--- config.mk ---
export PLATFORM = sky130hd
export DESIGN_NAME = ahb_resp_mux_ctrl
export DESIGN_NICKNAME = d
export VERILOG_FILES = /design/src/rtl/ahb_mux_pkg.sv /design/src/rtl/ahb_default_slave.sv /design/src/rtl/ahb_resp_mux_ctrl.sv
export SDC_FILE = /design/constraint.sdc
export NUM_CORES = 1
export LEC_CHECK = 0
export ABC_AREA = 1
export CORE_ASPECT_RATIO = 0.9
export CORE_MARGIN = 2
export CORE_UTILIZATION = 29
export DETAILED_ROUTE_END_ITERATION = 8
export PLACE_DENSITY = 0.88
export SYNTH_ARGS = -nofsm -noshare
export SYNTH_HDL_FRONTEND = slang
export SYNTH_SLANG_ARGS = --single-unit
--- constraint.sdc ---
create_clock -name Hclk -period 2 [get_ports Hclk]
set_input_delay 0.3 -clock Hclk [delete_from_list [all_inputs] [get_ports Hclk]]
set_output_delay 0.3 -clock Hclk [all_outputs]
set_load 0.01 [all_outputs]
--- src/rtl/ahb_mux_pkg.sv ---
// Shared types and constants for the AHB data-phase response controller.
package ahb_mux_pkg;

  typedef logic [1:0] ds_state_t;

  localparam ds_state_t DS_IDLE = 2'd0;
  localparam ds_state_t DS_ERR1 = 2'd1;
  localparam ds_state_t DS_ERR2 = 2'd2;

  localparam logic [1:0] HTRANS_IDLE   = 2'b00;
  localparam logic [1:0] HTRANS_BUSY   = 2'b01;
  localparam logic [1:0] HTRANS_NONSEQ = 2'b10;
  localparam logic [1:0] HTRANS_SEQ    = 2'b11;

  localparam logic HRESP_OKAY  = 1'b0;
  localparam logic HRESP_ERROR = 1'b1;

  // True for transfer types that demand a real response from the addressed slave.
  function automatic logic is_active(input logic [1:0] htrans);
    return (htrans == HTRANS_NONSEQ) || (htrans == HTRANS_SEQ);
  endfunction

endpackage

--- src/rtl/ahb_default_slave.sv ---
// Default slave: two-cycle ERROR response for unmapped active transfers, or on a watchdog abort.
module ahb_default_slave
  import ahb_mux_pkg::*;
(
  input  logic clk_i,
  input  logic rst_i,
  input  logic accept_i,
  input  logic unmapped_req_i,
  input  logic timeout_i,
  output logic ds_ready_o,
  output logic ds_resp_o,
  output logic idle_o,
  output logic timeout_err_o
);

  ds_state_t state_q, state_d;
  logic      to_q;

  always_comb begin
    state_d = state_q;
    unique case (state_q)
      DS_IDLE: if (timeout_i || (accept_i && unmapped_req_i)) state_d = DS_ERR1;
      DS_ERR1: state_d = DS_ERR2;
      DS_ERR2: state_d = (accept_i && unmapped_req_i) ? DS_ERR1 : DS_IDLE;
      default: state_d = DS_IDLE;
    endcase
  end

  always_ff @(posedge clk_i) begin
    if (rst_i) begin
      state_q <= DS_IDLE;
      to_q    <= 1'b0;
    end else begin
      state_q <= state_d;
      to_q    <= timeout_i && (state_q == DS_IDLE);
    end
  end

  assign ds_ready_o    = (state_q != DS_ERR1);
  assign ds_resp_o     = (state_q == DS_IDLE) ? HRESP_OKAY : HRESP_ERROR;
  assign idle_o        = (state_q == DS_IDLE);
  // Only set on the edge entering DS_ERR1 from a watchdog abort, so it pulses in that cycle.
  assign timeout_err_o = to_q;

endmodule

--- src/rtl/ahb_resp_mux_ctrl.sv ---
// AHB data-phase response mux with built-in default slave.
// Optional slave wait-state watchdog enabled by defining AHB_RESP_MUX_TIMEOUT_EN.
module ahb_resp_mux_ctrl
  import ahb_mux_pkg::*;
#(
  parameter int unsigned NUM_SLAVES     = 4,
  parameter int unsigned DATA_WIDTH     = 32,
  parameter int unsigned MASTER_WIDTH   = 2,
  parameter int unsigned TIMEOUT_CYCLES = 16
) (
  input  logic                             Hclk,
  input  logic                             Hreset,
  input  logic [NUM_SLAVES-1:0]            Hsel_in,
  input  logic [1:0]                       Htrans,
  input  logic [MASTER_WIDTH-1:0]          Hmaster_in,
  input  logic [NUM_SLAVES-1:0]            Hreadyout_s,
  input  logic [NUM_SLAVES-1:0]            Hresp_s,
  input  logic [NUM_SLAVES*DATA_WIDTH-1:0] Hrdata_s,
  output logic                             Hready,
  output logic                             Hresp,
  output logic [DATA_WIDTH-1:0]            Hrdata,
  output logic [MASTER_WIDTH-1:0]          Hmaster_data,
  output logic                             timeout_err
);

  localparam int unsigned SelW = $clog2(NUM_SLAVES + 1);
  // Index NUM_SLAVES encodes the default slave.
  localparam logic [SelW-1:0] SelDefault = SelW'(NUM_SLAVES);

  logic [SelW-1:0]         dsel_q, dsel_d, sel_idx;
  logic [MASTER_WIDTH-1:0] master_q, master_d;
  logic                    slv_ready, slv_resp;
  logic [DATA_WIDTH-1:0]   slv_rdata;
  logic                    ds_ready, ds_resp, ds_idle, ds_timeout_err;
  logic                    unmapped_req, use_ds, timeout_fire;

  // Lowest set select bit wins on a multi-hot decode.
  always_comb begin
    sel_idx = SelDefault;
    for (int i = NUM_SLAVES - 1; i >= 0; i--) begin
      if (Hsel_in[i]) sel_idx = SelW'(i);
    end
  end

  assign unmapped_req = (Hsel_in == '0) && is_active(Htrans);

  always_comb begin
    dsel_d   = dsel_q;
    master_d = master_q;
    if (Hready) begin
      dsel_d   = sel_idx;
      master_d = Hmaster_in;
    end
  end

  always_ff @(posedge Hclk) begin
    if (Hreset) begin
      dsel_q   <= SelDefault;
      master_q <= '0;
    end else begin
      dsel_q   <= dsel_d;
      master_q <= master_d;
    end
  end

  always_comb begin
    slv_ready = 1'b1;
    slv_resp  = HRESP_OKAY;
    slv_rdata = '0;
    for (int i = 0; i < NUM_SLAVES; i++) begin
      if (dsel_q == SelW'(i)) begin
        slv_ready = Hreadyout_s[i];
        slv_resp  = Hresp_s[i];
        slv_rdata = Hrdata_s[i*DATA_WIDTH +: DATA_WIDTH];
      end
    end
  end

  // A busy default slave while a decoded slave is selected means a watchdog abort is in progress.
  assign use_ds = (dsel_q == SelDefault) || !ds_idle;

`ifdef AHB_RESP_MUX_TIMEOUT_EN
  logic [7:0] wait_q, wait_d;
  logic       stall;

  assign stall        = !use_ds && !slv_ready;
  assign timeout_fire = stall && (wait_q == 8'(TIMEOUT_CYCLES - 1));

  always_comb begin
    wait_d = wait_q;
    if (Hready || timeout_fire) begin
      wait_d = '0;
    end else if (stall) begin
      wait_d = wait_q + 8'd1;
    end
  end

  always_ff @(posedge Hclk) begin
    if (Hreset) begin
      wait_q <= '0;
    end else begin
      wait_q <= wait_d;
    end
  end
`else
  assign timeout_fire = 1'b0;
`endif

  ahb_default_slave u_default_slave (
    .clk_i          (Hclk),
    .rst_i          (Hreset),
    .accept_i       (Hready),
    .unmapped_req_i (unmapped_req),
    .timeout_i      (timeout_fire),
    .ds_ready_o     (ds_ready),
    .ds_resp_o      (ds_resp),
    .idle_o         (ds_idle),
    .timeout_err_o  (ds_timeout_err)
  );

  assign Hready       = use_ds ? ds_ready : slv_ready;
  assign Hresp        = use_ds ? ds_resp : slv_resp;
  assign Hrdata       = use_ds ? '0 : slv_rdata;
  assign Hmaster_data = master_q;
  assign timeout_err  = ds_timeout_err;

endmodule
==> out/metrics.cfg, run 1 <==
[status]
run_status = complete, no violations

[clocking]
cts-root-to-sink-buffers = 2
h-tree-depth = 1
numCtsBuffers = 3
clock_latency_at_the_later_pin_of_the_worst_skew_pair_ns = 0.23
tritoncts = done
path_clk_slew_ns = 0.04
cts_sinks = 7
holdBufCountCts = 0
clock_tree.root_cell = clkbuf_8

[layout]
final_nets = 592
final_layout_size_suffix_gt1_share_pct = 16.6
insertedDiodeCount = 0
final_cell_count_no_fill = 510
layout.core_utilization_pct = 72.7
area_delta_synth_final_pct = 136

[die]
die_y_um = 72.6
floorplan.die_area_um2 = 5820
ioPinCount = 183
initial_core_util_pct = 30.8
fp-row-count = 24
placeableCoreArea_um2 = 4920
die_x_um = 80.2

[synthesis]
synth_top_area_share_pct = 25.6
synth_warnings = 0
synth.top_cells.by_count = a31oi_1 (62), nand3_1 (42), nand2_1 (40)
most_common_cell_in_the_netlist = a31oi_1
netlist-cell-type-count = 28
postSynth.asyncResetShare_pct = 0
share_of_synthesized_area_occupied_by_flip_flops_and_latches_pct = 9.25
synthesis.area_um2 = 1520
synthTopCellsByArea = a31oi_1 (26%), nand3_1 (14%), nand2_1 (9.9%)
synth_flop_type = dfxtp_1
edff_count_synth = 0
syn_area_per_cell_um2 = 5.94
ys_seq_elements = 7
synth_cells = 255
top_cell_type_by_total_area_after_synthesis = a31oi_1
synth_nets = 401

[timing]
post-route-worst-setup-slack_ns = 0.0358
setup_violations = 0
grt_setup_unrepaired = yes
final_min_period_over_clock_period_pct = 98.2
hold_viol = 0
timing_max_transition_violations_final = 0
max_clock_freq_mhz = 509
fin_worst_skew_ns = 0.000984
period_minus_slack_ns = 1.96

[power]
power.density_cell_area_nw_per_um2 = 861
share_of_power_burned_in_the_clock_network_pct = 6.4
vdd.ir_drop.worst_v = 0.000858
pwr-share-seq_pct = 8.5
comb_power_share_pct = 85.1
power_report.internal_total_w = 0.00163
power.leakage_nw = 1.39
report.power.total_w = 0.00308
power.share.switching_pct = 47.0
switching_power_w = 0.00145

[placed_design]
placement.setup.worst_slack_ns = -0.153
placedCellCount = 499
buffer_ports.inserted = 180
routabilityCongestion = 0.804
place.detailed.hpwl_mm = 6.21

[route]
detailed_router_s_first_iteration_violation_count = 117
totalWireLength_mm = 8.05
detail_route.wl_per_cell_um = 15.8
post-route-drc-count = 0
detail_route.first_pass.iterations = 4
routed_vias_inst = 5.33
antenna_violating_nets_post_route = 0
num_vias = 2716

[global_routing]
grt_max_degree = 35
grt_pass1_wl_mm = 12.1
grt_pass1_vias = 2613
globalRouteOverflowTotal = 0
grt.total_usage_pct = 25.6
grt_antenna_before_repair = 0

[critical_path]
reg2reg_slack_ns = 0.49
critical_path_arrival_ns = 1.66
setup.worst_path.class = flop to output pin
cp.required_ns = 1.70
critical_path.startpoint_type = flop
timing.reg2reg.worst_path_depth = 9
timing.rr.end = dsel_q[2]
critical_path.max_fanout = 6
timing.critical_path.to_type = output pin
critical_path.reg2reg.startpoint = dsel_q[2]

[min_path]
min-delay-path-class = flop to flop
min_from = u_default_slave.state_q[0]
timing.hold.worst_endpoint = u_default_slave.state_q[1]
worstHoldPathCells = 2

[job]
drv.max_cap_violation_count = 0

## per-layer routing
metal / track usage [%] / part of all wire, % / vias to the layer above
li1: - / - / 1328
met1: 27.4 / 36 / 1217
met2: 49.0 / 51 / 148
met3: 5.82 / 10 / 23
met4: 8.66 / 2.8 / 0
met5: 0 / 0 / -
## power groups by stage
stage / clock network, W / logic [W] / registers, W
after floorplan: 0 / 0.00139 / 0.000245
after global placement: 0 / 0.00266 / 0.000245
after detailed placement: 0 / 0.00271 / 0.000249
after CTS: 0.000197 / 0.00260 / 0.000262
after global routing: 0.000201 / 0.00285 / 0.000267
final: 0.000197 / 0.00262 / 0.000260
## worst max path at each step
stage	from	endpoint	depth (start not counted)
final	dsel_q[2]	Hresp	8
after global routing	dsel_q[0]	Hresp	9
after CTS	dsel_q[2]	Hresp	8
after detailed placement	dsel_q[0]	Hresp	8
after global placement	dsel_q[1]	Hresp	6
after floorplan	dsel_q[1]	Hrdata[0]	5
## layout make-up
class                   count  area, um2
flip-flops and latches      7        151
well taps                  65       81.3
multi-input cells         212       1190
inverters                   9       36.3
repair buffers            213       2080
fillers                   422       1350
clock buffers               4       45.0
## sequential cells by signal, summed over array words and instances, names as in the netlist
| name | cells |
|---|---|
| dsel_q | 3 |
| Hmaster_data | 2 |
| u_default_slave.state_q | 2 |
## repair_timing
| item | in CTS | in global routing |
|---|---|---|
| endpoints found under the setup margin | 34 | 16 |
| gates resized for setup | 48 | 28 |
| pin swaps | 1 | 0 |
| buffers inserted | 5 | 2 |
## placed cells by master, fill, tap and decap left out, types with 3 or more instances in the layout
master and n:
dfxtp_1 4, nand2_4 3, o21ai_1 8, clkbuf_2 10, a21oi_1 5, inv_2 3, o21ai_0 25, nand2_2 3
nor2_1 6, nand2_1 40, dlygate4sd2_1 17, clkbuf_8 3, nor2_2 5, dfxtp_4 3, nand3_1 42, clkdlybuf4s50_1 146
buf_4 23, inv_1 5, buf_12 7, clkdlybuf4s15_1 6, buf_6 3, a31oi_1 60
## logic make-up after synthesis
group / count (synthesis) / share of synthesized area, %
AND/OR/NAND/NOR: 109 / 37.2
AO/OA/AOI/OAI: 102 / 39.8
buffers and inverters: 36 / 13.5
flip-flops: 7 / 9.25
other: 1 / 0.247
## critical path: stages, from the launching register on
cell and delay, ns:
dfxtp_4 0.37, nor3_4 0.25, buf_6 0.15, buf_4 0.11, nand2_1 0.04, nand3_1 0.05, a21oi_1 0.04, o21ai_0 0.17
clkdlybuf4s15_2 0.26
## through the flow
stage	setup TNS (ns)	area (um2)	hold slack, ns
floorplan	0	1520	0.377
global placement	-1.77	3500	0.515
detailed placement	-2.59	3500	0.533
CTS	-0.0398	3570	0.550
global route	-0.120	3580	0.589
finish	0	3580	0.544
Note: power is estimated with default switching activity, not from simulation.
==> run 2, diff against run 1 <==
Settings changed: GPL_TIMING_DRIVEN set to 0.
==> out/metrics.cfg, run 2 (synthesis gave the netlist of run 1 again) <==
[global_routing]
grt.total_usage_pct = 25.5  ; was 25.6%
grt_antenna_before_repair = 0  ; unchanged
grt_max_degree = 11  ; was 35
groute.layer.met1.usage_pct = 29.5  ; was 27.4%
globalRouteMet3Util_pct = 5.69  ; was 5.82%
grt_pass1_wl_mm = 12.0  ; was 12.1 mm
grt_pass1_vias = 2587  ; was 2613
globalRouteOverflowTotal = 0  ; unchanged
grt.busiest_layer = met2  ; unchanged
met2_grt_util_pct = 47.1  ; was 49.0%

[timing]
final_min_period_over_clock_period_pct = 94.5  ; was 98.2%
setup_violations = 0  ; unchanged
max_clock_freq_mhz = 529  ; was 509 MHz
hold_viol = 0  ; unchanged
post-route-worst-setup-slack_ns = 0.110  ; was 0.0358 ns
fin_worst_skew_ns = 0.00443  ; was 0.000984 ns
period_minus_slack_ns = 1.89  ; was 1.96 ns
timing_max_transition_violations_final = 0  ; unchanged
fin_worst_hold_slack_ns = 0.538  ; was 0.544 ns

[job]
drv.max_cap_violation_count = 0  ; unchanged

[power]
pwr-share-seq_pct = 8.5  ; about the same
switching_power_w = 0.00145  ; about the same
power_report.internal_total_w = 0.00144  ; was 0.00163 W
power.share.switching_pct = 50.1  ; was 47.0%
share_of_power_burned_in_the_clock_network_pct = 6.9  ; was 6.4%
power.density_cell_area_nw_per_um2 = 854  ; was 861 nW/um2
power.leakage_nw = 1.32  ; was 1.39 nW
comb_power_share_pct = 84.6  ; was 85.1%
report.power.total_w = 0.00289  ; was 0.00308 W
vdd.ir_drop.worst_v = 0.000662  ; was 0.000858 V

[placed_design]
place.detailed.hpwl_mm = 6.11  ; was 6.21 mm
buffer_ports.inserted = 180  ; unchanged
placement.setup.worst_slack_ns = -0.182  ; was -0.153 ns
routabilityCongestion = 0.793  ; was 0.804

[layout]
top_register_by_number_of_flip_flops = dsel_q  ; unchanged
largest_register_ffs = 3  ; unchanged
final_layout_size_suffix_gt1_share_pct = 21.2  ; was 16.6%
layout.core_utilization_pct = 68.7  ; was 72.7%
final_nets = 591  ; was 592
layout_commonest_cell = clkdlybuf4s50_1  ; unchanged
insertedDiodeCount = 0  ; unchanged
final.fill_count = 457  ; was 422
area_delta_synth_final_pct = 123  ; was 136%
commonest_non_fill_non_tap_cells_in_the_layout = clkdlybuf4s50_1 (146), a31oi_1 (61), nand3_1 (42)  ; was clkdlybuf4s50_1 (146), a31oi_1 (60), nand3_1 (42)

[clocking]
numCtsBuffers = 3  ; unchanged
holdBufCountCts = 0  ; unchanged
cts-root-to-sink-buffers = 2  ; unchanged
path_clk_slew_ns = 0.04  ; about the same
h-tree-depth = 1  ; unchanged
tritoncts = done  ; unchanged
clock_latency_at_the_later_pin_of_the_worst_skew_pair_ns = 0.23  ; about the same
cts_sinks = 7  ; unchanged
clock_tree.root_cell = clkbuf_8  ; unchanged

[die]
die_y_um = 72.6  ; unchanged
initial_core_util_pct = 30.8  ; unchanged
floorplan.die_area_um2 = 5820  ; unchanged
fp-row-count = 24  ; unchanged
die_x_um = 80.2  ; unchanged
ioPinCount = 183  ; unchanged
placeableCoreArea_um2 = 4920  ; unchanged

[route]
post-route-drc-count = 0  ; unchanged
num_vias = 2677  ; was 2716
detail_route.first_pass.iterations = 4  ; unchanged
detailed_router_s_first_iteration_violation_count = 138  ; was 117
routed_vias_inst = 5.26  ; was 5.33
totalWireLength_mm = 7.85  ; was 8.05 mm
detail_route.wl_per_cell_um = 15.4  ; was 15.8 um
antenna_violating_nets_post_route = 0  ; unchanged

[critical_path]
cp-endpoint = Hready  ; was Hresp
crit_path_frequent_cell = nand2_4
reg2reg_slack_ns = 0.67  ; was 0.49 ns
cp_cell_sequence = nor2_4 -> buf_4 -> o21ai_1 -> nand2_1 -> nand2_2 -> nand2_4 -> nand2_4 -> dlygate4sd2_1  ; was nor3_4 -> buf_6 -> buf_4 -> nand2_1 -> nand3_1 -> a21oi_1 -> o21ai_0 -> clkdlybuf4s15_2
timing.rr.end = dsel_q[2]  ; unchanged
critical_path_arrival_ns = 1.59  ; was 1.66 ns
crit_cells = 8  ; unchanged
setup.worst_path.class = flop to output pin  ; unchanged
critical_path.startpoint_type = flop  ; unchanged
cp_peak_stage_delay_ns = 0.37  ; about the same
cp_num_buf_inv = 2  ; was 3
crit_path_start = dsel_q[2]  ; unchanged
critical_path.top_delay_family = simple AND/OR/NAND/NOR gates  ; was buffers and inverters
critical_path.reg2reg.startpoint = dsel_q[2]  ; unchanged
critical_path.max_fanout = 8  ; was 6
critPathSlowestCell = dfxtp_2  ; was dfxtp_4
timing.reg2reg.worst_path_depth = 9  ; unchanged
cp.required_ns = 1.70  ; about the same
timing.critical_path.to_type = output pin  ; unchanged

[min_path]
min-delay-path-class = flop to flop  ; unchanged

[status]
run_status = complete, no violations  ; unchanged

==> run 2: how the worst min path moves through the flow <==
| stage | from | endpoint | slack, ns | cells past startpoint |
|---|---|---|---|---|
| 6_report | u_default_slave.state_q[1] | u_default_slave.state_q[1] | 0.54 | 1 |
| 5_1_grt | u_default_slave.state_q[1] | u_default_slave.state_q[1] | 0.57 | 1 |
| 4_1_cts | u_default_slave.state_q[1] | u_default_slave.state_q[1] | 0.54 | 1 |
| 3_5_place_dp | u_default_slave.state_q[1] | u_default_slave.state_q[1] | 0.52 | 1 |
| 3_3_place_gp | u_default_slave.state_q[1] | u_default_slave.state_q[1] | 0.49 | 1 |
| 2_1_floorplan | Hreset | u_default_slave.state_q[1] | 0.38 | 1 |
==> run 2: what timing repair did <==
| item | 4_1_cts | 5_1_grt |
|---|---|---|
| gates cloned | 1 | 0 |
| setup buffers | 3 | 1 |
| gates resized for setup | 64 | 72 |
| setup endpoints to repair | 34 | 33 |
| pin swaps | 2 | 2 |
==> run 2: per-layer routing <==
layer	wire (um)	part of all wire, %
met5	0	0
met1	3020	38
met3	733	9.3
met2	3940	50
met4	157	2.0
==> run 2: area by class of cell <==
cell class | count | area [um2] | area share [%]
clock buffer | 4 | 45.0 | 1.33
tap | 65 | 81.3 | 2.40
multi-input combinational | 212 | 1180 | 34.9
sequential | 7 | 146 | 4.33
timing repair buffer | 185 | 1680 | 49.7
buffer | 27 | 211 | 6.25
inverter | 9 | 36.3 | 1.07
==> run 2: per-stage QoR <==
stage | TNS (ns) | cell area (um2) | std cells
final | 0 | 3380 | 509
after global routing | -0.00805 | 3380 | 509
after CTS | 0 | 3500 | 508
after detailed placement | -4.67 | 3400 | 500
after global placement | -4.61 | 3400 | 500
after floorplan | 0 | 1520 | 255
==> run 2: worst reg2reg max path, delay by kind of cell, from the launching register on <==
kind                   cells  cell delay, ns
DFF                        1            0.37
and+or+nand+nor            7            0.64
AOI/OAI and AO/OA          1            0.06
buffers and inverters      1            0.14
==> run 2: power by group through the flow <==
stage / clock network, W / registers, W / logic [W]
detailed placement: 0 / 0.000238 / 0.00254
global route: 0.000213 / 0.000250 / 0.00266
global placement: 0 / 0.000238 / 0.00251
floorplan: 0 / 0.000245 / 0.00139
CTS: 0.000211 / 0.000241 / 0.00247
finish: 0.000201 / 0.000245 / 0.00244
